**src/rtl/rr_arbiter8.sv**
```systemverilog
// Eight-source round-robin arbiter with a single registered output slot.
// Rotating priority, valid/ready backpressure, and a count of delivered items.
module rr_arbiter8 #(
    parameter int WIDTH = 16
) (
    input  logic             clk_i,
    input  logic             rst_i,
    input  logic [7:0]       req_i,
    input  logic [WIDTH-1:0] data_0_i,
    input  logic [WIDTH-1:0] data_1_i,
    input  logic [WIDTH-1:0] data_2_i,
    input  logic [WIDTH-1:0] data_3_i,
    input  logic [WIDTH-1:0] data_4_i,
    input  logic [WIDTH-1:0] data_5_i,
    input  logic [WIDTH-1:0] data_6_i,
    input  logic [WIDTH-1:0] data_7_i,
    output logic [7:0]       gnt_o,
    input  logic             ready_i,
    output logic             valid_o,
    output logic [WIDTH-1:0] data_o,
    output logic [2:0]       sel_o,
    output logic [15:0]      count_o
);

    typedef enum logic {
        EMPTY = 1'b0,
        FULL  = 1'b1
    } state_e;

    state_e           state_q, state_d;
    logic [2:0]       ptr_q, ptr_d;
    logic [WIDTH-1:0] data_q, data_d;
    logic [2:0]       sel_q, sel_d;
    logic [15:0]      count_q, count_d;

    logic [WIDTH-1:0] src [8];
    logic             win_found;
    logic [2:0]       win_idx;
    logic [2:0]       cand;
    logic             slot_free;
    logic             accept;
    logic             drain;

    assign src[0] = data_0_i;
    assign src[1] = data_1_i;
    assign src[2] = data_2_i;
    assign src[3] = data_3_i;
    assign src[4] = data_4_i;
    assign src[5] = data_5_i;
    assign src[6] = data_6_i;
    assign src[7] = data_7_i;

    // First requester found scanning ptr, ptr+1, ... with 3-bit wrap.
    always_comb begin
        win_found = 1'b0;
        win_idx   = '0;
        cand      = '0;
        for (int unsigned i = 0; i < 8; i++) begin
            cand = ptr_q + 3'(i);
            if (!win_found && req_i[cand]) begin
                win_found = 1'b1;
                win_idx   = cand;
            end
        end
    end

    assign slot_free = (state_q == EMPTY) | ready_i;
    assign accept    = slot_free & win_found & ~rst_i;
    assign drain     = (state_q == FULL) & ready_i;

    always_ff @(posedge clk_i or posedge rst_i) begin
        if (rst_i) begin
            state_q <= EMPTY;
        end else begin
            state_q <= state_d;
        end
    end

    always_comb begin
        state_d = state_q;
        case (state_q)
            EMPTY:   if (accept) state_d = FULL;
            FULL:    if (ready_i && !win_found) state_d = EMPTY;
            default: state_d = EMPTY;
        endcase
    end

    always_comb begin
        valid_o = (state_q == FULL);
        gnt_o   = accept ? (8'(1) << win_idx) : '0;
        data_o  = data_q;
        sel_o   = sel_q;
        count_o = count_q;
    end

    // Slot payload and priority move only on a grant; the counter only on a handoff.
    always_comb begin
        ptr_d   = ptr_q;
        data_d  = data_q;
        sel_d   = sel_q;
        count_d = count_q;
        if (accept) begin
            ptr_d  = win_idx + 3'd1;
            data_d = src[win_idx];
            sel_d  = win_idx;
        end
        if (drain) begin
            count_d = count_q + 16'd1;
        end
    end

    always_ff @(posedge clk_i or posedge rst_i) begin
        if (rst_i) begin
            ptr_q   <= '0;
            data_q  <= '0;
            sel_q   <= '0;
            count_q <= '0;
        end else begin
            ptr_q   <= ptr_d;
            data_q  <= data_d;
            sel_q   <= sel_d;
            count_q <= count_d;
        end
    end

endmodule

```
**config.mk**
```make
export PLATFORM = sky130hd
export DESIGN_NAME = rr_arbiter8
export DESIGN_NICKNAME = d
export VERILOG_FILES = /design/src/rtl/rr_arbiter8.sv
export SDC_FILE = /design/constraint.sdc
export NUM_CORES = 1
export LEC_CHECK = 0
export BUFFER_PORTS_ARGS = -buffer_cell sky130_fd_sc_hd__buf_2
export CAP_MARGIN = 30
export CORE_MARGIN = 5
export CORE_UTILIZATION = 48
export CTS_CLUSTER_DIAMETER = 100
export CTS_CLUSTER_SIZE = 10
export DETAILED_ROUTE_END_ITERATION = 10
export GPL_ROUTABILITY_DRIVEN = 0
export HOLD_SLACK_MARGIN = 0.06
export PLACE_DENSITY = 0.9
export SLEW_MARGIN = 20
export SYNTH_ARGS = -nofsm -noshare
export SYNTH_HDL_FRONTEND = slang
export SYNTH_SLANG_ARGS = --single-unit
export TNS_END_PERCENT = 10
```
**constraint.sdc**
```tcl
create_clock -name clk_i -period 4.6 [get_ports clk_i]
set_input_delay 0.92 -clock clk_i [delete_from_list [all_inputs] [get_ports clk_i]]
set_output_delay 0.92 -clock clk_i [all_outputs]
set_load 0.01 [all_outputs]
```
* Yosys cells after proc, flatten, opt, wreduce, memory -nomap -nowiden
Cells that the tools add are included.
** Storage, ports and cells
- Flip-flop bits (word level) :: 39
- Bits of input ports :: 139
- Output and inout port bits :: 44
- Word-level logic and storage cells :: 86
** Operators by class
- Add/subtract/negate cells :: 9
- Order comparisons :: 9
- Shifts and indexed selects :: 1
- Mux-type cells :: 39
- Bitwise logic cells :: 7
- Reductions and logical operators :: 16
** Operators by type and width (number)
- binary-select mux 16 bit (select 3 bit) :: 1
- less-than comparator 3 x 4 -> 1 bit (second input constant) :: 8
- 2-to-1 mux 16 bit :: 2
- binary-select mux 1 bit (select 3 bit) :: 8
- 2-to-1 mux 3 bit :: 8
- 2-to-1 mux 1 bit :: 18
- adder 16 x 1 -> 16 bit (second input constant) :: 1
- adder 3 bit (second input constant) :: 4
- logical AND 1 bit :: 8
- logical NOT 1 bit :: 8
- 2-to-1 mux 8 bit :: 1
- << shifter 1 x 3 -> 8 bit (first input constant) :: 1
- adder 3 x 1 -> 3 bit (second input constant) :: 2
- adder 3 x 2 -> 3 bit (second input constant) :: 2
- greater-or-equal comparator 4 bit (second input constant) :: 1
- inverter 3 -> 4 bit :: 1
- bitwise AND 1 bit :: 3
- inverter 1 bit :: 2
- one-hot mux 1 bit (2 select lines) :: 1
- bitwise OR 1 bit :: 1

* Logic depth before layout (Yosys ltp)
- Depth in word-level cells :: 28
- Mapped depth :: 17
- Mapped depth without buffers :: 12

* Worst setup path before layout
Ideal clock, no wire load.
- Path kind :: flip-flop to output port
- Start :: register ptr_q[0]
- End :: output port gnt_o[6]
- Arrival time :: 3.524 ns
- Data required time :: 3.680 ns
- Setup slack :: 0.156 ns
- Stages on the path, launching flop included :: 16
- Buffers on the path :: 5
- Path through :: dfrtp_1 > buf_4 > clkinv_1 > ha_1 > buf_4 > buf_8 > mux2i_1 > mux4_2 > a32o_2 > nor4b_4 > or3_1 > buf_6 > nand2_8 > buf_6 > nand2_1 > nor3b_1
** Between the ends
- Cells in the longest elaborated chain, start to end :: 27
- Elaborated cells between the ends (all ways) :: 57
- Classes of those cells :: add/sub (7); shift (1); mux (33); bitwise (2); reduce/logical (14)
** RTL lines
- start: declaration :: RTL line 31 : logic [2:0] ptr_q, ptr_d;
- start signal: assignment :: RTL line 119 : ptr_q <= ptr_d;
- parallel branches: the longest is 26 deep, another holds adder 3 x 1 -> 3 bit
- 2-to-1 mux 8 bit * :: RTL line 90 : gnt_o = accept ? (8'(1) << win_idx) : '0;
- end: declaration :: RTL line 17 : output logic [7:0] gnt_o,
Mark *: on every way between the ends. The select of a mux whose other input is x is not followed.

* Final worst setup path
- Start :: register ptr_q[1]
- End :: output port gnt_o[3]
The elaborated chain is that of the path after synthesis.

==> metrics.md <==
| Metric | Value |
|---|---|
| DR WL met2 | 6710 um |
| Critical path arrival | 3530 ps |
| Top Ports | 183 |
| Slew headroom | 37.6% |
| All-Layer GR Usage | 25.2% |
| Hpwl dp | 10300 um |
| TritonCTS clock tree | built |
| Pre-CTS WS | 136 ps |
| Grt ovf | 0 |
| H-tree levels | 2 |
| Initial Utilization | 48.6% |
| Ys flop type | dfrtp_1 |
| Fillers | 680 |
| DRC | 0 |
| Non-Filler Instances | 690 |
| Min Tclk post-route | 4450 ps |
| # setup viols final | 0 |
| Wl on met1 | 4900 um |
| Cell Rows | 33 |
| Post-synth EDFFs | 0 |
| Startpoint Class | flip-flop |
| Final Max Slew Viols | 0 |
| Asr flop ratio synth | 100% |
| Placed Cells | 680 |
| Die Width | 101 um |
| Final WL | 13100 um |
| Initial antenna violation count | 0 |
| Commonest non-fill, non-tap cell in the layout | buf_2 |
| Commonest non-fill, non-tap cells in the layout | 182 x buf_2, 43 x mux2i_1, 39 x dfrtp_1 |
| Largest family of logic cells by synthesized area | multiplexers |
| RSZ-0062 raised after global routing | yes |
| Final hold viol count | 0 |
| CTS Buffer Depth | 2 |
| IO buf count | 182 |
| Syn. warnings | 0 |
| Clk_skew | 16.8 ps |
| DR top layer | met4 |
| Post-layout worst setup margin | 148 ps |
| Fin Setup TNS | 0 ps |
| Clk sink count | 39 |
| Fraction of final layout cells with drive strength greater than 1 | 47.5% |
| Clk_lat worst skew | 300 ps |
| Max rail drop VDD | 0.638 mV |
| Mapped Nets | 547 |
| WL/cell | 19.0 um |
| XOR/XNOR Fraction of Synth Area | 4.86% |
| Syn Area/Cell | 9.74 sq um |
| Vias in the first global route | 4154 |
| Critical path class | flip-flop to output port |
| Critical Path RT | 3680 ps |
| Via-per-instance ratio | 6.06 |
| #FFs+latches synth | 39 |
| Final period utilization | 96.8% |
| Post-synthesis sequential area ratio | 24.8% |
| Met3 wire len | 1140 um |
| Status | completed |
| Setup crit end kind | output port |
| # diodes | 0 |
| Num CTS Buffers | 5 |
| Max-cap viol count | 0 |
| Routed via count | 4184 |
| Syn Inst Count | 404 |
| Clk pin slew, worst setup/hold paths | 90 ps |
| Cell variety after synth | 60 |
| Final net count | 728 |
| Post-Synth Simple-Gate Area | 17.2% |
| CP max FO | 6 |
| First-pass GRT wire length | 20400 um |
| Final ANT Viol Nets | 0 |
| Die Y | 101 um |
| Pwr Density | 952 nW/um^2 |
| Largest net degree at the start of global routing | 47 |
| Synth Area in Compound Gates | 15.7% |
| Post-synthesis mux area share | 29.9% |
| Worst-margin pin slew | 931 ps |
| Area of the mapped netlist | 3940 sq um |
| Core outline area | 8090 sq um |
| Adder-Cell Fraction of Synth Area | 1.27% |
| Area Growth Syn to Fin | 28.6% |
| Die Footprint | 10100 sq um |
| P_leak | 2.42 nW |
| TritonRoute pass-1 iters | 5 |
| Clock root buffer | clkbuf_8 |
| FMAX | 225 MHz |
| Number of DRC markers in iteration 0 | 292 |
| Min-Delay Path Class | flip-flop to flip-flop |
state kept, by name (all words and copies together), names as in the netlist:
register and cells:
count_o 16, data_o 16, ptr_q 3, sel_o 3, valid_o 1
layer usage:
layer	track usage, %	up-vias
met5	0	-
met4	10.2	0
met3	6.16	42
met2	42.2	273
met1	31.0	1973
li1	-	1896
cell usage after synthesis (4+ instances only):
| cell | count | area, sq um |
|---|---|---|
| mux2_1 | 11 | 124 |
| mux2i_1 | 44 | 440 |
| clkbuf_1 | 8 | 30.0 |
| buf_6 | 4 | 45.0 |
| inv_1 | 5 | 18.8 |
| and3_1 | 5 | 31.3 |
| nor2_1 | 13 | 48.8 |
| o211ai_2 | 9 | 113 |
| nand3_1 | 38 | 190 |
| buf_4 | 5 | 37.5 |
| buf_2 | 7 | 35.0 |
| ha_1 | 4 | 50.1 |
| o211ai_1 | 24 | 180 |
| dfrtp_1 | 39 | 976 |
| o21ai_0 | 20 | 100 |
| mux2_2 | 28 | 315 |
| xnor2_1 | 17 | 149 |
| mux4_2 | 12 | 270 |
| nor2b_1 | 4 | 25.0 |
| nor3_1 | 7 | 35.0 |
| nand2_1 | 38 | 143 |
power breakdown:
part | switching [mW] | total, mW | internal, mW
combinational | 2.20 | 3.98 | 1.78
clock | 0.123 | 0.241 | 0.118
sequential | 0.126 | 0.599 | 0.473
total | 2.45 | 4.82 | 2.37
cell type report:
cell class                 count  area, sq um  area share [%]
multi-input combinational    331         2780            55.0
timing repair buffer         202         1060            21.0
sequential                    39          976            19.3
tap                          105          131            2.60
clock buffer                   6         82.6            1.63
inverter                       6         22.5           0.445
clock inverter                 1         5.00          0.0989
repair_timing:
| action | CTS | global route |
|---|---|---|
| gates resized for setup | 4 | 6 |
| pin swaps | 0 | 2 |
| endpoints found under the setup margin | 8 | 8 |
| hold buffers | 0 | 0 |
| buffers inserted | 0 | 3 |
stage by stage:
step	power [mW]	hold WS (ps)	area (sq um)	utilization (%)
floorplan	3.76	507	3940	-
global placement	4.25	455	4890	60.5
detailed placement	4.42	462	4890	60.5
CTS	4.73	478	5010	62.0
global route	5.16	512	5060	62.6
finish	4.82	480	5060	62.6
path summary, 6_finish.rpt:
kind / startpoint / to / slack (ps) / cells past startpoint
setup / recovery: ptr_q[1]$_DFFE_PP0P_ / gnt_o[3] / 150 / 12
hold / removal: count_o[15]$_DFFE_PP0P_ / count_o[15]$_DFFE_PP0P_ / 480 / 1
setup reg to reg: ptr_q[0]$_DFFE_PP0P_ / data_o[11]$_DFFE_PP0P_ / 480 / 11
hold reg to reg: count_o[15]$_DFFE_PP0P_ / count_o[15]$_DFFE_PP0P_ / 480 / 1
max in group asynchronous: rst_i / data_o[0]$_DFFE_PP0P_ / 3360 / 3
min in group asynchronous: rst_i / count_o[8]$_DFFE_PP0P_ / 530 / 2
critical path, cell delays in order, from the launching register on:
cell,delay [ps]
dfrtp_1,400
inv_2,90
ha_4,220
buf_4,170
mux2i_1,160
mux4_2,530
a32oi_4,310
nand3b_1,240
nor3_2,110
or3_1,380
or3_1,380
nor2_1,100
buf_2,130
cells by family (layout without fill, tap and decap cells):
kind of cell / after synthesis / in the layout
flops: 39 / 39
buf+inv: 34 / 215
simple gates: 130 / 130
xor+xnor: 21 / 21
fa+ha+maj: 4 / 4
compound gates: 79 / 79
mux: 97 / 97
No activity file was read; power rests on OpenSTA's default activity.
